## config.mk

```make
export PLATFORM = sky130hd
export DESIGN_NAME = uart_command_framer
export DESIGN_NICKNAME = d
export VERILOG_FILES = /design/src/rtl/uart_command_framer.sv
export SDC_FILE = /design/constraint.sdc
export NUM_CORES = 1
export LEC_CHECK = 0
export ABC_AREA = 0
export BUFFER_PORTS_ARGS = -buffer_cell sky130_fd_sc_hd__buf_2
export CAP_MARGIN = 10
export CORE_UTILIZATION = 52
export CTS_CLUSTER_SIZE = 12
export DETAILED_ROUTE_END_ITERATION = 12
export PLACE_DENSITY = 0.75
export SETUP_SLACK_MARGIN = 0.4
export SLEW_MARGIN = 20
export SYNTH_ARGS = -nofsm -noshare
export SYNTH_HDL_FRONTEND = slang
export SYNTH_SLANG_ARGS = --single-unit
```

## constraint.sdc

```tcl
create_clock -name clock -period 2.52 [get_ports clock]
set_clock_uncertainty 0.1 [all_clocks]
set_input_delay 0.378 -clock clock [delete_from_list [all_inputs] [get_ports clock]]
set_output_delay 0.378 -clock clock [all_outputs]
set_load 0.01 [all_outputs]
```

## src/rtl/uart_command_framer.sv

```systemverilog
//============================================================================
// Module   : uart_command_framer
// Purpose  : Collects a command byte and a sensor-address byte from the UART
//            receiver. It range-checks both bytes and the inter-byte gap, then
//            offers the request downstream through a valid/ready handshake.
//            Protocol faults are reported as one-cycle error pulses, each
//            with an error code that persists until the next fault.
// Revision : 1.0  initial release
//============================================================================
`timescale 1ns/1ps
`default_nettype none

module uart_command_framer #(
    parameter int         TIMEOUT_CYCLES = 8680,
    parameter logic [7:0] MAX_COMMAND    = 8'h06,
    parameter int         NUM_SENSORS    = 32
) (
    input  logic       clock,
    input  logic       reset,
    input  logic       has_data,
    input  logic [7:0] data_received,
    input  logic       request_ready,
    output logic       request_valid,
    output logic [7:0] request_command,
    output logic [7:0] request_address,
    output logic       error,
    output logic [2:0] error_code,
    output logic [1:0] debug_state
);

    // Counter only has to reach TIMEOUT_CYCLES-1
    localparam int CW = (TIMEOUT_CYCLES > 2) ? $clog2(TIMEOUT_CYCLES) : 1;

    localparam logic [1:0] S_IDLE      = 2'd0;
    localparam logic [1:0] S_WAIT_ADDR = 2'd1;
    localparam logic [1:0] S_VALIDATE  = 2'd2;
    localparam logic [1:0] S_HOLD      = 2'd3;

    localparam logic [2:0] C_ERR_TIMEOUT     = 3'd1;
    localparam logic [2:0] C_ERR_BAD_COMMAND = 3'd2;
    localparam logic [2:0] C_ERR_BAD_ADDRESS = 3'd3;
    localparam logic [2:0] C_ERR_OVERRUN     = 3'd4;

    localparam logic [CW-1:0] C_LAST_COUNT  = CW'(TIMEOUT_CYCLES - 1);
    // Nine bits so that NUM_SENSORS == 256 still compares correctly
    localparam logic [8:0]    C_NUM_SENSORS = 9'(NUM_SENSORS);

    logic [1:0]    r_state;
    logic [1:0]    w_next_state;
    logic [CW-1:0] r_count;
    logic [7:0]    r_cmd_byte;
    logic [7:0]    r_addr_byte;
    logic          r_req_valid;
    logic [7:0]    r_req_cmd;
    logic [7:0]    r_req_addr;
    logic          r_error;
    logic [2:0]    r_error_code;

    logic          w_bad_cmd;
    logic          w_bad_addr;
    logic          w_timeout;
    logic          w_capture_cmd;
    logic          w_capture_addr;
    logic          w_load_req;
    logic          w_clear_valid;
    logic          w_error;
    logic [2:0]    w_error_code;

    assign w_bad_cmd  = (r_cmd_byte > MAX_COMMAND);
    assign w_bad_addr = ({1'b0, r_addr_byte} >= C_NUM_SENSORS);
    assign w_timeout  = (r_count == C_LAST_COUNT);

    // State register
    always_ff @(posedge clock) begin
        if (!reset) begin
            r_state <= S_IDLE;
        end else begin
            r_state <= w_next_state;
        end
    end

    // Next-state decode; an address strobe beats a same-cycle timeout
    always_comb begin
        w_next_state = r_state;
        case (r_state)
            S_IDLE: begin
                if (has_data) w_next_state = S_WAIT_ADDR;
            end
            S_WAIT_ADDR: begin
                if (has_data)       w_next_state = S_VALIDATE;
                else if (w_timeout) w_next_state = S_IDLE;
            end
            S_VALIDATE: begin
                if (w_bad_cmd || w_bad_addr) w_next_state = S_IDLE;
                else                         w_next_state = S_HOLD;
            end
            S_HOLD: begin
                if (request_ready) w_next_state = S_IDLE;
            end
            default: w_next_state = S_IDLE;
        endcase
    end

    // Output/control decode; a validation failure masks a same-cycle overrun
    always_comb begin
        w_capture_cmd  = 1'b0;
        w_capture_addr = 1'b0;
        w_load_req     = 1'b0;
        w_clear_valid  = 1'b0;
        w_error        = 1'b0;
        w_error_code   = 3'd0;
        case (r_state)
            S_IDLE: begin
                w_capture_cmd = has_data;
            end
            S_WAIT_ADDR: begin
                w_capture_addr = has_data;
                if (!has_data && w_timeout) begin
                    w_error      = 1'b1;
                    w_error_code = C_ERR_TIMEOUT;
                end
            end
            S_VALIDATE: begin
                if (w_bad_cmd) begin
                    w_error      = 1'b1;
                    w_error_code = C_ERR_BAD_COMMAND;
                end else if (w_bad_addr) begin
                    w_error      = 1'b1;
                    w_error_code = C_ERR_BAD_ADDRESS;
                end else begin
                    w_load_req = 1'b1;
                    if (has_data) begin
                        w_error      = 1'b1;
                        w_error_code = C_ERR_OVERRUN;
                    end
                end
            end
            S_HOLD: begin
                w_clear_valid = request_ready;
                if (has_data) begin
                    w_error      = 1'b1;
                    w_error_code = C_ERR_OVERRUN;
                end
            end
            default: begin
                w_error = 1'b0;
            end
        endcase
    end

    // Inter-byte timer: runs only while waiting for the address, never wraps
    always_ff @(posedge clock) begin
        if (!reset) begin
            r_count <= '0;
        end else if (r_state == S_WAIT_ADDR) begin
            if (r_count != C_LAST_COUNT) r_count <= r_count + 1'b1;
        end else begin
            r_count <= '0;
        end
    end

    // Frame bytes, request outputs and error reporting
    always_ff @(posedge clock) begin
        if (!reset) begin
            r_cmd_byte   <= 8'd0;
            r_addr_byte  <= 8'd0;
            r_req_valid  <= 1'b0;
            r_req_cmd    <= 8'd0;
            r_req_addr   <= 8'd0;
            r_error      <= 1'b0;
            r_error_code <= 3'd0;
        end else begin
            if (w_capture_cmd)  r_cmd_byte  <= data_received;
            if (w_capture_addr) r_addr_byte <= data_received;
            if (w_load_req) begin
                r_req_valid <= 1'b1;
                r_req_cmd   <= r_cmd_byte;
                r_req_addr  <= r_addr_byte;
            end else if (w_clear_valid) begin
                r_req_valid <= 1'b0;
            end
            r_error <= w_error;
            if (w_error) r_error_code <= w_error_code;
        end
    end

    assign request_valid   = r_req_valid;
    assign request_command = r_req_cmd;
    assign request_address = r_req_addr;
    assign error           = r_error;
    assign error_code      = r_error_code;
    assign debug_state     = r_state;

endmodule

`default_nettype wire
```

==> flow_summary_export.csv <==
group,metric,value,unit
worst_hold_path,hp-start,"data_received[2]",
floorplan,num_io_pins,35,
synthesis,synth_area,2100,um^2
setup_path,cp_slowest_stage_delay,490,ps
sta,relSlewSlack,62.7,%
drt,ant_nets,0,
drt,wl_met2,1960,um
setup_path,cp_slowest_cell,"and4_1",
setup_path,crit_required,2620,ps
synthesis,yosysWarnings,0,
power,netSwitchingPower,0.375,mW
drt,routed-wl-met3,162,um
power,p_leak,1.03,nW
synthesis,synth-seq-area-share,50.6,%
global_route,antenna_found_initial,0,
setup_path,path_class,"flop to flop",
clock_tree,cts_hold_buffers,0,
floorplan,core_area,3770,um^2
drt,drt-met1-wl,1950,um
drt,routed_wl,4140,um
global_route,overflow,0,
placement,dp_cells,306,
setup_path,crit_path_end_kind,"flop",
setup_path,regToRegStartpoint,"r_cmd_byte[4]$_SDFFE_PN0P_",
clock_tree,clock_path_buffers,2,
setup_path,startpoint_type,"flop",
drt,detail_route.wl_per_cell,13.2,um
power,p_seq_share,59.0,%
drt,routed_via_density,5.55,
synthesis,yosysUniqueCellTypes,36,
sta,drv_slew,0,
final_layout,multi_input_area,980,um^2
floorplan,dieHeight,65.5,um
sta,worst_hold_slack,212,ps
sta,timing.fmax,497,MHz
setup_path,cp.arrival,2110,ps
synthesis,ys_ff_latch,53,
final_layout,num-nets-final,279,
floorplan,die_x,65.5,um
drt,routed.top_layer,"met4",
synthesis,synth_nets,244,
global_route,grt_max_degree,29,
clock_tree,clkTransAtPathRegs,90,ps
placement,portBuffers,34,
synthesis,synth.avg_cell_area,9.07,um^2
final_layout,synthToLayoutAreaGrowth,15.3,%
final_layout,seq_area,1060,um^2
clock_tree,cts_num_sinks,53,
final_layout,layoutNonFillerInstCount,315,
sta,finalSetupViolations,0,
clock_tree,root_buffer,"clkbuf_8",
global_route,track_usage,21.6,%
final_layout,nFillCells,318,
sta,hold_viol,0,
sta,worst_slew_pin_slew,558,ps
final_layout,diodes,0,
setup_path,r2r-end,"request_address[7]$_SDFFE_PN0P_",
global_route,grt_pass1_vias,1576,
sta,fin_crit,2010,ps
global_route,grt_pass1_wl,6990,um
worst_hold_path,holdPathStages,3,
sta,period_share,79.8,%
drt,drt_iter0_drc,132,
synthesis,syn-instance-count,231,
floorplan,dieArea,4290,um^2
placement,dp.final_hpwl,2870,um
worst_hold_path,hold_class,"input pin to flop",
worst_hold_path,min_to,"r_addr_byte[2]$_SDFFE_PN0P_",
power,power.density,619,nW/um^2
power,p_comb_share,10.8,%
setup_path,path_cells,"nor4_1, and4_1, nand2_1, and3_1",
placement,gp_congestion,0.848,
power,vdd_drop_max,0.000484,V
floorplan,start_util,55.6,%
flow_run,cap_violations,0,
floorplan,rows,22,
sta,grt_setup_unrepaired,"no",
sta,setup_tns,0,ps
setup_path,rrSetupSlack,510,ps
power,pwr-share-clk,30.3,%
synthesis,synth_edf_count,0,
power,netSwitchingFraction,25.1,%
clock_tree,htreeDepth,2,
synthesis,dominantRegCellSynth,"dfxtp_1",
synthesis,ys_async_sr_fraction,0,%
final_layout,final_layout_size_suffix_gt1_share,19.5,%
clock_tree,cts_made_buffers,5,
drt,dr.pass1.iters,4,
power,p_int,1.12,mW
status,status,"complete, no violations",
setup_path,reg2reg_depth,4,
drt,vias,1748,
drt,drc,0,
setup_path,crit_fanout,10,
clock_tree,cts_tree,"yes",
clock_tree,clock_latency,310,ps
layout by cell type (no fill, tap or decap), drive strengths merged:
| master | n |
|---|---|
| a21oi | 17 |
| a221oi | 1 |
| a31oi | 2 |
| and3 | 11 |
| and4 | 1 |
| buf | 41 |
| clkbuf | 6 |
| clkinv | 2 |
| dfxtp | 53 |
| ha | 1 |
| inv | 3 |
| mux2 | 1 |
| mux2i | 16 |
| nand2 | 14 |
| nand2b | 1 |
| nand3 | 14 |
| nand3b | 2 |
| nand4 | 4 |
| nor2 | 27 |
| nor2b | 1 |
| nor3 | 5 |
| nor3b | 1 |
| nor4 | 5 |
| nor4b | 1 |
| o211ai | 1 |
| o21a | 2 |
| o21ai | 15 |
| o2bb2ai | 1 |
| o311a | 1 |
| o41ai | 1 |
| or3 | 6 |
| or4 | 2 |
| or4b | 1 |
| xnor2 | 7 |
cells in the mapped netlist, types with 2 or more instances:
library cell / number / area share, %
dfxtp_1: 53 / 51
or3_1: 6 / 1.8
inv_1: 3 / 0.54
nor3_1: 4 / 0.96
or4_1: 2 / 0.72
buf_1: 2 / 0.36
a21oi_1: 17 / 4.1
buf_2: 2 / 0.48
nand2_1: 14 / 2.5
clkbuf_1: 9 / 1.6
nor4_1: 5 / 1.5
a31oi_1: 2 / 0.60
and3_1: 10 / 3.0
nand3b_1: 2 / 0.72
o21a_1: 2 / 0.72
xnor2_1: 7 / 2.9
mux2i_1: 16 / 7.6
o21ai_0: 15 / 3.6
nand3_1: 14 / 3.3
nand4_1: 4 / 1.2
nor2_1: 27 / 4.8
state kept, by name (all words and copies together) (netlist names):
name	flops
r_count	14
r_addr_byte	8
r_cmd_byte	8
request_address	8
request_command	8
error_code	3
debug_state	2
error	1
request_valid	1
routing by layer:
metal	GRT usage, %	vias to the layer above
met1	26.2	813
met5	0	-
met3	5.56	7
li1	-	892
met2	35.2	36
met4	10.6	0
cell families (layout without fill, tap and decap cells):
family,after synthesis,after routing,share of synthesized area [%]
simple gates,96,96,23.6
flops,53,53,50.6
compound gates,41,41,11.0
mux,17,17,8.18
buf+inv,16,52,2.99
xor+xnor,7,7,2.93
fa+ha+maj,1,1,0.597
worst max path at each step:
stage	startpoint	to	slack (ps)	cells past startpoint
CTS	r_cmd_byte[4]$_SDFFE_PN0P_	debug_state[0]$_SDFFE_PN0P_	510	4
global route	r_cmd_byte[4]$_SDFFE_PN0P_	request_address[6]$_SDFFE_PN0P_	410	4
floorplan	r_count[10]$_SDFFE_PN0P_	r_count[0]$_SDFFE_PN0P_	630	5
global placement	r_cmd_byte[4]$_SDFFE_PN0P_	debug_state[0]$_SDFFE_PN0P_	580	4
detailed placement	r_cmd_byte[4]$_SDFFE_PN0P_	debug_state[0]$_SDFFE_PN0P_	550	4
finish	r_cmd_byte[4]$_SDFFE_PN0P_	request_address[7]$_SDFFE_PN0P_	510	4
critical path: cells and delay by family (launching register included):
kind             cells  cell delay, ps
flip-flops           1             320
AND/OR/NAND/NOR      4            1490
per-stage QoR:
stage          util [%]  cell area (um^2)  worst slack (ps)  power (mW)
3_3_place_gp       61.5              2320               577        1.05
4_1_cts            63.7              2400               509        1.50
5_1_grt            64.1              2420               409        1.57
2_1_floorplan         -              2100               627        1.01
6_report           64.1              2420               510        1.50
3_5_place_dp       61.5              2320               547        1.05
what timing repair did:
action / in CTS / in global routing
gates resized for setup: 0 / 1
endpoints found under the hold margin: 0 / 0
endpoints found under the setup margin: 0 / 2
setup buffers: 0 / 1
cell type report:
class | count | share of cell area (%)
clock buffer | 6 | 3.00
clock inverter | 2 | 0.414
inverter | 3 | 0.466
multi-input combinational | 162 | 40.5
sequential | 53 | 43.9
tap | 48 | 2.48
timing repair buffer | 41 | 9.21
power groups by stage:
stage	logic [mW]	registers (mW)	clock network, mW
6_report	0.161	0.882	0.453
5_1_grt	0.177	0.886	0.506
4_1_cts	0.155	0.882	0.466
3_5_place_dp	0.153	0.901	0
3_3_place_gp	0.152	0.901	0
2_1_floorplan	0.112	0.896	0
Power figures use the tool's default switching activity.
